File: config.mk
export PLATFORM = sky130hd
export DESIGN_NAME = xadac_vbias_pipe_flat
export DESIGN_NICKNAME = d
export VERILOG_FILES = /design/src/rtl/xadac_vbias_pipe_if.sv /design/src/rtl/xadac_vbias_pipe.sv /design/src/flat_wrapper.sv
export SDC_FILE = /design/constraint.sdc
export NUM_CORES = 1
export LEC_CHECK = 0
export ABC_AREA = 0
export CORE_AREA = 2 2 289 291
export CTS_BUF_LIST = sky130_fd_sc_hd__clkbuf_8
export DETAILED_ROUTE_END_ITERATION = 16
export DIE_AREA = 0 0 291 293
export REMOVE_ABC_BUFFERS = 1
export SETUP_SLACK_MARGIN = 0.02
export SYNTH_ARGS = -nofsm -noshare
export SYNTH_HDL_FRONTEND = slang
export SYNTH_SLANG_ARGS = --single-unit
export TNS_END_PERCENT = 10
File: constraint.sdc
create_clock -name clk -period 2.5 [get_ports clk]
set_input_delay 0.25 -clock clk [delete_from_list [all_inputs] [get_ports clk]]
set_output_delay 0.25 -clock clk [all_outputs]
set_load 0.05 [all_outputs]
File: src/rtl/xadac_vbias_pipe_if.sv
// rtl/xadac_vbias_pipe_if.sv - xadac channel types and dispatcher/slave interface
package xadac_pkg;

  localparam int unsigned InstrWidth   = 32;
  localparam int unsigned IdWidth      = 8;
  localparam int unsigned RegAddrWidth = 5;
  localparam int unsigned RegDataWidth = 32;
  localparam int unsigned VecDataWidth = 128;
  localparam int unsigned VecSumWidth  = 16;
  localparam int unsigned VecLenWidth  = 4;
  localparam int unsigned NumRs        = 2;
  localparam int unsigned NumVs        = 3;

  typedef struct packed {
    logic [IdWidth-1:0]    id;
    logic [InstrWidth-1:0] instr;
  } dec_req_t;

  typedef struct packed {
    logic [IdWidth-1:0] id;
    logic               rd_clobber;
    logic               vd_clobber;
    logic [NumRs-1:0]   rs_read;
    logic [NumVs-1:0]   vs_read;
    logic               accept;
  } dec_rsp_t;

  typedef struct packed {
    logic [IdWidth-1:0]                    id;
    logic [InstrWidth-1:0]                 instr;
    logic [NumRs-1:0][RegDataWidth-1:0]    rs_data;
    logic [NumVs-1:0][VecDataWidth-1:0]    vs_data;
  } exe_req_t;

  typedef struct packed {
    logic [IdWidth-1:0]      id;
    logic [RegAddrWidth-1:0] rd_addr;
    logic [RegDataWidth-1:0] rd_data;
    logic                    rd_write;
    logic [RegAddrWidth-1:0] vd_addr;
    logic [VecDataWidth-1:0] vd_data;
    logic                    vd_write;
  } exe_rsp_t;

endpackage

// Decode and execute handshake channels between dispatcher (mst) and unit (slv)
interface xadac_if;
  import xadac_pkg::*;

  logic     dec_req_valid;
  logic     dec_req_ready;
  dec_req_t dec_req;
  logic     dec_rsp_valid;
  logic     dec_rsp_ready;
  dec_rsp_t dec_rsp;

  logic     exe_req_valid;
  logic     exe_req_ready;
  exe_req_t exe_req;
  logic     exe_rsp_valid;
  logic     exe_rsp_ready;
  exe_rsp_t exe_rsp;

  modport slv (
    input  dec_req_valid, dec_req, dec_rsp_ready,
    input  exe_req_valid, exe_req, exe_rsp_ready,
    output dec_req_ready, dec_rsp_valid, dec_rsp,
    output exe_req_ready, exe_rsp_valid, exe_rsp
  );

  modport mst (
    output dec_req_valid, dec_req, dec_rsp_ready,
    output exe_req_valid, exe_req, exe_rsp_ready,
    input  dec_req_ready, dec_rsp_valid, dec_rsp,
    input  exe_req_ready, exe_rsp_valid, exe_rsp
  );

endinterface

File: src/rtl/xadac_vbias_pipe.sv
// rtl/xadac_vbias_pipe.sv - pipelined vector bias splat/add/saturating-add xadac slave
module xadac_vbias_pipe
  import xadac_pkg::*;
#(
  parameter int unsigned NumLanes  = 8,
  parameter int unsigned LaneWidth = VecSumWidth,
  // Execute pipeline depth, 1..4.
  parameter int unsigned Stages    = 2,
  parameter bit          SatEnable = 1'b1
) (
  input  logic                          clk,
  input  logic                          rstn,
  xadac_if.slv                          slv,
  output logic [$clog2(Stages+1)-1:0]   inflight
);

  localparam int unsigned InflW = $clog2(Stages + 1);

  localparam logic [2:0] ModeSplat = 3'b000;
  localparam logic [2:0] ModeAdd   = 3'b001;
  localparam logic [2:0] ModeSat   = 3'b010;

  localparam logic [LaneWidth-1:0] SatMax = {1'b0, {(LaneWidth-1){1'b1}}};
  localparam logic [LaneWidth-1:0] SatMin = {1'b1, {(LaneWidth-1){1'b0}}};

  // ---------------------------------------------------------------------------
  // Decode
  // ---------------------------------------------------------------------------
  logic [2:0] dec_mode;
  assign dec_mode = slv.dec_req.instr[14:12];

  // Decode is a pure function of the request; no state is kept
  always_comb begin
    slv.dec_rsp_valid          = slv.dec_req_valid;
    slv.dec_req_ready          = slv.dec_req_valid && slv.dec_rsp_ready;
    slv.dec_rsp                = '0;
    slv.dec_rsp.id             = slv.dec_req.id;
    slv.dec_rsp.rd_clobber     = 1'b0;
    slv.dec_rsp.vd_clobber     = 1'b1;
    slv.dec_rsp.rs_read        = NumRs'(1);
    slv.dec_rsp.vs_read        = '0;
    slv.dec_rsp.vs_read[0]     = (dec_mode != ModeSplat);
    case (dec_mode)
      ModeSplat: slv.dec_rsp.accept = 1'b1;
      ModeAdd:   slv.dec_rsp.accept = 1'b1;
      ModeSat:   slv.dec_rsp.accept = SatEnable;
      default:   slv.dec_rsp.accept = 1'b0;
    endcase
  end

  // ---------------------------------------------------------------------------
  // Execute: lane arithmetic, evaluated on the incoming request
  // ---------------------------------------------------------------------------
  logic [2:0]              exe_mode;
  logic [VecLenWidth-1:0]  exe_vlen;
  logic [LaneWidth-1:0]    bias;
  logic [VecDataWidth-1:0] lane_res;
  logic [LaneWidth-1:0]    lane_a;
  logic [LaneWidth-1:0]    lane_r;
  logic [LaneWidth:0]      lane_s;

  assign exe_mode = slv.exe_req.instr[14:12];
  assign exe_vlen = slv.exe_req.instr[25 +: VecLenWidth];
  assign bias     = slv.exe_req.rs_data[0][LaneWidth-1:0];

  // Per-lane result; lanes at or beyond vlen, and bits above the lane field, stay zero
  always_comb begin
    lane_res = '0;
    lane_a   = '0;
    lane_r   = '0;
    lane_s   = '0;
    for (int i = 0; i < int'(NumLanes); i++) begin
      lane_a = slv.exe_req.vs_data[0][LaneWidth*i +: LaneWidth];
      // One extra bit of sign-extended sum exposes signed overflow
      lane_s = {lane_a[LaneWidth-1], lane_a} + {bias[LaneWidth-1], bias};
      case (exe_mode)
        ModeSplat: lane_r = bias;
        ModeAdd:   lane_r = lane_a + bias;
        ModeSat: begin
          if (!SatEnable) begin
            lane_r = '0;
          end else if (lane_s[LaneWidth] != lane_s[LaneWidth-1]) begin
            lane_r = lane_s[LaneWidth] ? SatMin : SatMax;
          end else begin
            lane_r = lane_s[LaneWidth-1:0];
          end
        end
        default:   lane_r = '0;
      endcase
      if (i < int'(exe_vlen)) begin
        lane_res[LaneWidth*i +: LaneWidth] = lane_r;
      end
    end
  end

  // ---------------------------------------------------------------------------
  // Execute: elastic pipeline
  // ---------------------------------------------------------------------------
  logic [Stages-1:0]                        v_q, v_d;
  logic [Stages-1:0]                        adv;
  logic [Stages-1:0][IdWidth-1:0]           id_q, id_d;
  logic [Stages-1:0][RegAddrWidth-1:0]      addr_q, addr_d;
  logic [Stages-1:0][VecDataWidth-1:0]      data_q, data_d;
  logic                                     req_ready;
  logic                                     push;
  logic                                     hole;

  // A valid stage moves on when the sink is ready or any later stage is empty,
  // which is the unrolled form of "next stage empty or advancing"
  always_comb begin
    adv  = '0;
    hole = 1'b0;
    for (int k = 0; k < int'(Stages); k++) begin
      hole = slv.exe_rsp_ready;
      for (int j = k + 1; j < int'(Stages); j++) begin
        if (!v_q[j]) begin
          hole = 1'b1;
        end
      end
      adv[k] = v_q[k] && hole;
    end
  end

  assign req_ready         = !v_q[0] || adv[0];
  assign push              = slv.exe_req_valid && req_ready;
  assign slv.exe_req_ready = req_ready;

  // Next-state for every stage: stage 0 loads new requests, later stages load their predecessor
  always_comb begin
    v_d    = v_q;
    id_d   = id_q;
    addr_d = addr_q;
    data_d = data_q;
    if (req_ready) begin
      v_d[0] = push;
      if (push) begin
        id_d[0]   = slv.exe_req.id;
        addr_d[0] = slv.exe_req.instr[11:7];
        data_d[0] = lane_res;
      end
    end
    for (int k = 1; k < int'(Stages); k++) begin
      if (!v_q[k] || adv[k]) begin
        v_d[k] = adv[k-1];
        if (adv[k-1]) begin
          id_d[k]   = id_q[k-1];
          addr_d[k] = addr_q[k-1];
          data_d[k] = data_q[k-1];
        end
      end
    end
  end

  // Stage registers; reset discards everything in flight
  always_ff @(posedge clk or negedge rstn) begin
    if (!rstn) begin
      v_q    <= '0;
      id_q   <= '0;
      addr_q <= '0;
      data_q <= '0;
    end else begin
      v_q    <= v_d;
      id_q   <= id_d;
      addr_q <= addr_d;
      data_q <= data_d;
    end
  end

  // Response is the last stage; vd_write follows valid so the bus reads zero when idle after reset
  always_comb begin
    slv.exe_rsp_valid    = v_q[Stages-1];
    slv.exe_rsp          = '0;
    slv.exe_rsp.id       = id_q[Stages-1];
    slv.exe_rsp.vd_addr  = addr_q[Stages-1];
    slv.exe_rsp.vd_data  = data_q[Stages-1];
    slv.exe_rsp.vd_write = v_q[Stages-1];
  end

  // Occupancy count of the pipeline
  always_comb begin
    inflight = '0;
    for (int k = 0; k < int'(Stages); k++) begin
      inflight = inflight + InflW'(v_q[k]);
    end
  end

  // Request fields outside the decoded bit ranges are intentionally ignored
  logic unused_ok;
  assign unused_ok = ^{slv.dec_req, slv.exe_req};

endmodule
File: src/flat_wrapper.sv
// flat-port wrapper written by rule: the top's interface ports become plain ports
module xadac_vbias_pipe_flat import xadac_pkg::*;
#(
  parameter int unsigned NumLanes  = 8,
  parameter int unsigned LaneWidth = VecSumWidth,
                                  
  parameter int unsigned Stages    = 2,
  parameter bit          SatEnable = 1'b1
)
  (clk, rstn, inflight, slv_dec_req_valid, slv_dec_req, slv_dec_rsp_ready, slv_exe_req_valid, slv_exe_req, slv_exe_rsp_ready, slv_dec_req_ready, slv_dec_rsp_valid, slv_dec_rsp, slv_exe_req_ready, slv_exe_rsp_valid, slv_exe_rsp);
  xadac_if slv_i ();
  input  logic clk;
  input  logic rstn;
  output logic [$clog2(Stages+1)-1:0] inflight;
  input wire logic [$bits(slv_i.dec_req_valid)-1:0] slv_dec_req_valid;
  input wire logic [$bits(slv_i.dec_req)-1:0] slv_dec_req;
  input wire logic [$bits(slv_i.dec_rsp_ready)-1:0] slv_dec_rsp_ready;
  input wire logic [$bits(slv_i.exe_req_valid)-1:0] slv_exe_req_valid;
  input wire logic [$bits(slv_i.exe_req)-1:0] slv_exe_req;
  input wire logic [$bits(slv_i.exe_rsp_ready)-1:0] slv_exe_rsp_ready;
  output wire logic [$bits(slv_i.dec_req_ready)-1:0] slv_dec_req_ready;
  output wire logic [$bits(slv_i.dec_rsp_valid)-1:0] slv_dec_rsp_valid;
  output wire logic [$bits(slv_i.dec_rsp)-1:0] slv_dec_rsp;
  output wire logic [$bits(slv_i.exe_req_ready)-1:0] slv_exe_req_ready;
  output wire logic [$bits(slv_i.exe_rsp_valid)-1:0] slv_exe_rsp_valid;
  output wire logic [$bits(slv_i.exe_rsp)-1:0] slv_exe_rsp;
  assign slv_i.dec_req_valid = slv_dec_req_valid;
  assign slv_i.dec_req = slv_dec_req;
  assign slv_i.dec_rsp_ready = slv_dec_rsp_ready;
  assign slv_i.exe_req_valid = slv_exe_req_valid;
  assign slv_i.exe_req = slv_exe_req;
  assign slv_i.exe_rsp_ready = slv_exe_rsp_ready;
  assign slv_dec_req_ready = slv_i.dec_req_ready;
  assign slv_dec_rsp_valid = slv_i.dec_rsp_valid;
  assign slv_dec_rsp = slv_i.dec_rsp;
  assign slv_exe_req_ready = slv_i.exe_req_ready;
  assign slv_exe_rsp_valid = slv_i.exe_rsp_valid;
  assign slv_exe_rsp = slv_i.exe_rsp;
  xadac_vbias_pipe #(.NumLanes(NumLanes), .LaneWidth(LaneWidth), .Stages(Stages), .SatEnable(SatEnable)) u_core (.clk(clk), .rstn(rstn), .slv(slv_i), .inflight(inflight));
endmodule
==> summary.txt <==
GRT
  – Initial antenna violation count: 17
  – First-pass GRT wire length: 117 mm
  – Busiest layer in global routing: met2
  – Gr usage total: a little under a fifth
  – Vias in the first global route: approximately 18,000
  – Overflow after GRT: 0
  – Met3 Use GR: around 6.0%
  – Met2 usage: 28.2%
  – Met1 usage: 25.9%
  – Largest net degree at the start of global routing: 76

Route
  – DR iter-0 viols: 1,440
  – 1st-pass router iterations: 5
  – DRC: 0
  – Detailed-route via count: 17,900
  – Drt wl/cell: 22.1 um
  – Vias per cell: 4.81
  – Post-route ant nets: 0
  – Final WL: approximately 82 mm

Yosys
  – Synth top area share: 36.4%
  – Synth async-reset ratio: 100%
  – Syn Area/Cell: 9.96 um2
  – Synth area leaders: dfrtp_1 36%, mux2_2 9.0%, ha_1 8.3%
  – Yosys reg bits: around 280
  – Synth Flop Type: dfrtp_1
  – Post-synthesis sequential area ratio: 36.4%
  – Number of synthesized flops with an enable pin: 0
  – Synth Cell Area: about 20,000 um2
  – Mapped Cells: 1,961
  – Dominant cell type by area after synthesis: dfrtp_1
  – Yosys warning count: 0
  – Post-synth cell types: approximately 90

Worst setup path
  – Cell family with most CP delay: compound AO/OA/AOI/OAI gates
  – Crit path kind: primary input to flop
  – Worst path buffer plus inverter count: 1
  – Critical Path, Cell by Cell: clkdlybuf4s50_1, fa_2, a211oi_2, o21ai_1, a31o_1, a221o_1, o21a_1, o31a_4, a221o_2
  – Setup crit end kind: flop
  – Worst EP arrival: 3030 ps
  – Slowest-stage cell, CP: clkdlybuf4s50_1
  – Crit path from: slv_exe_req[65]
  – Crit-path max cell delay: 500 ps
  – Required time worst endpoint: 3060 ps
  – R2r startpoint: u_core.v_q[0]
  – Crit start category: primary input
  – Worst-path maximum fanout: 8

Place
  – RePlAce Congestion: 0.922
  – Cell Area, Placed: 26,500 um2
  – Final HPWL DP: 64.8 mm
  – Pre-CTS WS: -1130 ps
  – Port-buffer cells: roughly 320

Timing
  – Post-layout min period: 2470 ps
  – Relative slew slack: approximately 46%
  – Slew Viols, Final: 0
  – Worst setup margin: 28.8 ps
  – Slew @ Worst Pin: around 800 ps
  – Period Utilization, post-route: 98.8%
  – Worst Skew: 48.2 ps
  – RSZ-0062 raised after global routing: yes
  – Final setup fails: 0
  – Fmax: 405 MHz
  – Final Hold Fails: 0
  – Setup TNS: 0 ps
  – Hold_ws: 176 ps

Final layout
  – Area grow syn2layout: 45.9%
  – Most frequent cells in the layout: 436 x buf_4, 310 x clkdlybuf4s50_1, 284 x dfrtp_1
  – Multi-input logic area: 11,100 um2
  – Fin area: 28,500 um2
  – Most common cell after layout, fill and taps aside: buf_4
  – Fill count: 8,284
  – Layout cells sized above 1: 32.2%
  – Final #Nets: 3,270
  – Reg area: 7110 um2

Floorplanning
  – Die height: 293 um
  – Core Area: 81,800 um2
  – IO Pins: 736
  – Row count: 105
  – Die width: ~290 um
  – Initial Util: 23.9%
  – Area of the die: 85,300 um2

Power
  – Maximum vdd drop: 0.340 mV
  – Switching Fraction: a little over a third
  – Psw: around 6.0 mW
  – Clock network power share: 34.1%
  – Pwr dens: roughly 600 nW/um2
  – Part of the power in registers: 31.0%
  – Int Pwr: between 10 and 15 mW
  – Lkg Pwr: 12.9 nW
  – Comb power frac: 34.8%

Min path
  – Hold Path Class: primary input to async pin

CTS
  – Total CTS buffers: 55
  – CTS tree: done
  – Max H-tree Level: 2
  – Clk_lat worst skew: slightly below 700 ps
  – Clock buffer depth: 3
  – CTS clk-pin slew, worst paths: 60 ps
  – Clock net sink count: 284
  – Root Buffer: clkbuf_8

Run
  – MaxCap Viol Count: 0

Outcome
  – Outcome: finished clean
[path summary, 6_finish.rpt]
| check | cells after the start | slack [ps] | endpoint |
|---|---|---|---|
| setup / recovery | 9 | 30 | u_core.data_q[64] |
| hold / removal | 2 | 180 | u_core.slv.exe_rsp[10] |
| setup reg to reg | 9 | 200 | u_core.data_q[71] |
| hold reg to reg | 2 | 480 | u_core.data_q[15] |
| max in group asynchronous | 3 | 1560 | u_core.slv.exe_rsp[114] |
| min in group clk | 2 | 180 | u_core.id_q[0] |
[cell usage after synthesis, drive strengths merged (6+ instances only)]
cell	count
a211o	10
a211oi	21
a21o	37
a21oi	165
a221o	47
a221oi	7
a22oi	13
a311oi	6
a31o	6
a31oi	12
a32oi	13
and2	15
and3	17
buf	218
clkbuf	48
dfrtp	284
fa	8
ha	129
inv	31
mux2	156
nand2	103
nand2b	10
nand3	26
nand4	7
nor2	127
nor2b	13
nor3	23
nor4	8
o211ai	61
o21a	23
o21ai	82
o21bai	19
o221ai	8
o311ai	12
o31ai	13
or2	6
or3	9
xnor2	43
xor2	54
[metal layers]
| layer | vias to the layer above | routed length, um |
|---|---|---|
| met3 | 98 | 7370 |
| met4 | 18 | 1620 |
| met2 | 718 | 35400 |
| met5 | - | 106 |
| li1 | 8405 | - |
| met1 | 8687 | 38000 |
[state kept, by name, summed over array words and instances (netlist names)]
| register | cells |
|---|---|
| u_core.addr_q | 5 |
| u_core.data_q | 128 |
| u_core.id_q | 8 |
| u_core.slv.exe_rsp | 141 |
| u_core.v_q | 2 |
[per-stage QoR]
| step | util (%) | std cells | power [mW] |
|---|---|---|---|
| 5_1_grt | 34.8 | 3719 | 17.9 |
| 3_5_place_dp | 32.3 | 3594 | 11.1 |
| 2_1_floorplan | - | 1737 | 8.43 |
| 3_3_place_gp | 32.3 | 3594 | 11.1 |
| 4_1_cts | 34.3 | 3710 | 17.1 |
| 6_report | 34.8 | 3724 | 17.1 |
[timing repair]
item | 4_1_cts | 5_1_grt
endpoints found under the setup margin | 127 | 122
hold buffers | 1 | 0
setup buffers | 10 | 4
pin swaps | 10 | 33
gates resized for setup | 37 | 85
endpoints found under the hold margin | 69 | 0
gates cloned | 1 | 2
[kinds of logic (layout without fill, tap and decap cells)]
logic type | Yosys count | after routing | share of synthesized area, %
AOI/OAI and AO/OA | 609 | 611 | 22.3
xor gates and xnor gates | 97 | 97 | 4.35
adders and majority gates | 140 | 140 | 9.24
buffers and inverters | 297 | 938 | 9.63
DFF | 284 | 284 | 36.4
muxes | 157 | 157 | 9.05
other | 2 | 52 | 0.0385
and+or+nand+nor | 375 | 375 | 8.98
[power groups by stage]
stage	clock (mW)	sequential (mW)	combinational, mW
after global placement	0	5.36	5.73
after global routing	6.18	5.34	6.34
after CTS	5.97	5.29	5.84
final	5.82	5.29	5.94
after floorplan	0	6.15	2.28
after detailed placement	0	5.37	5.75
[cell type report]
class	instances	area share, %
multi-input cells	1424	39.1
repair buffers	803	25.9
flip-flops and latches	284	25.0
well taps	1070	4.70
clock buffers	75	3.62
clock inverters	29	1.21
inverters	31	0.409
diodes	8	0.0703
Note: power is estimated with default switching activity, not from simulation.
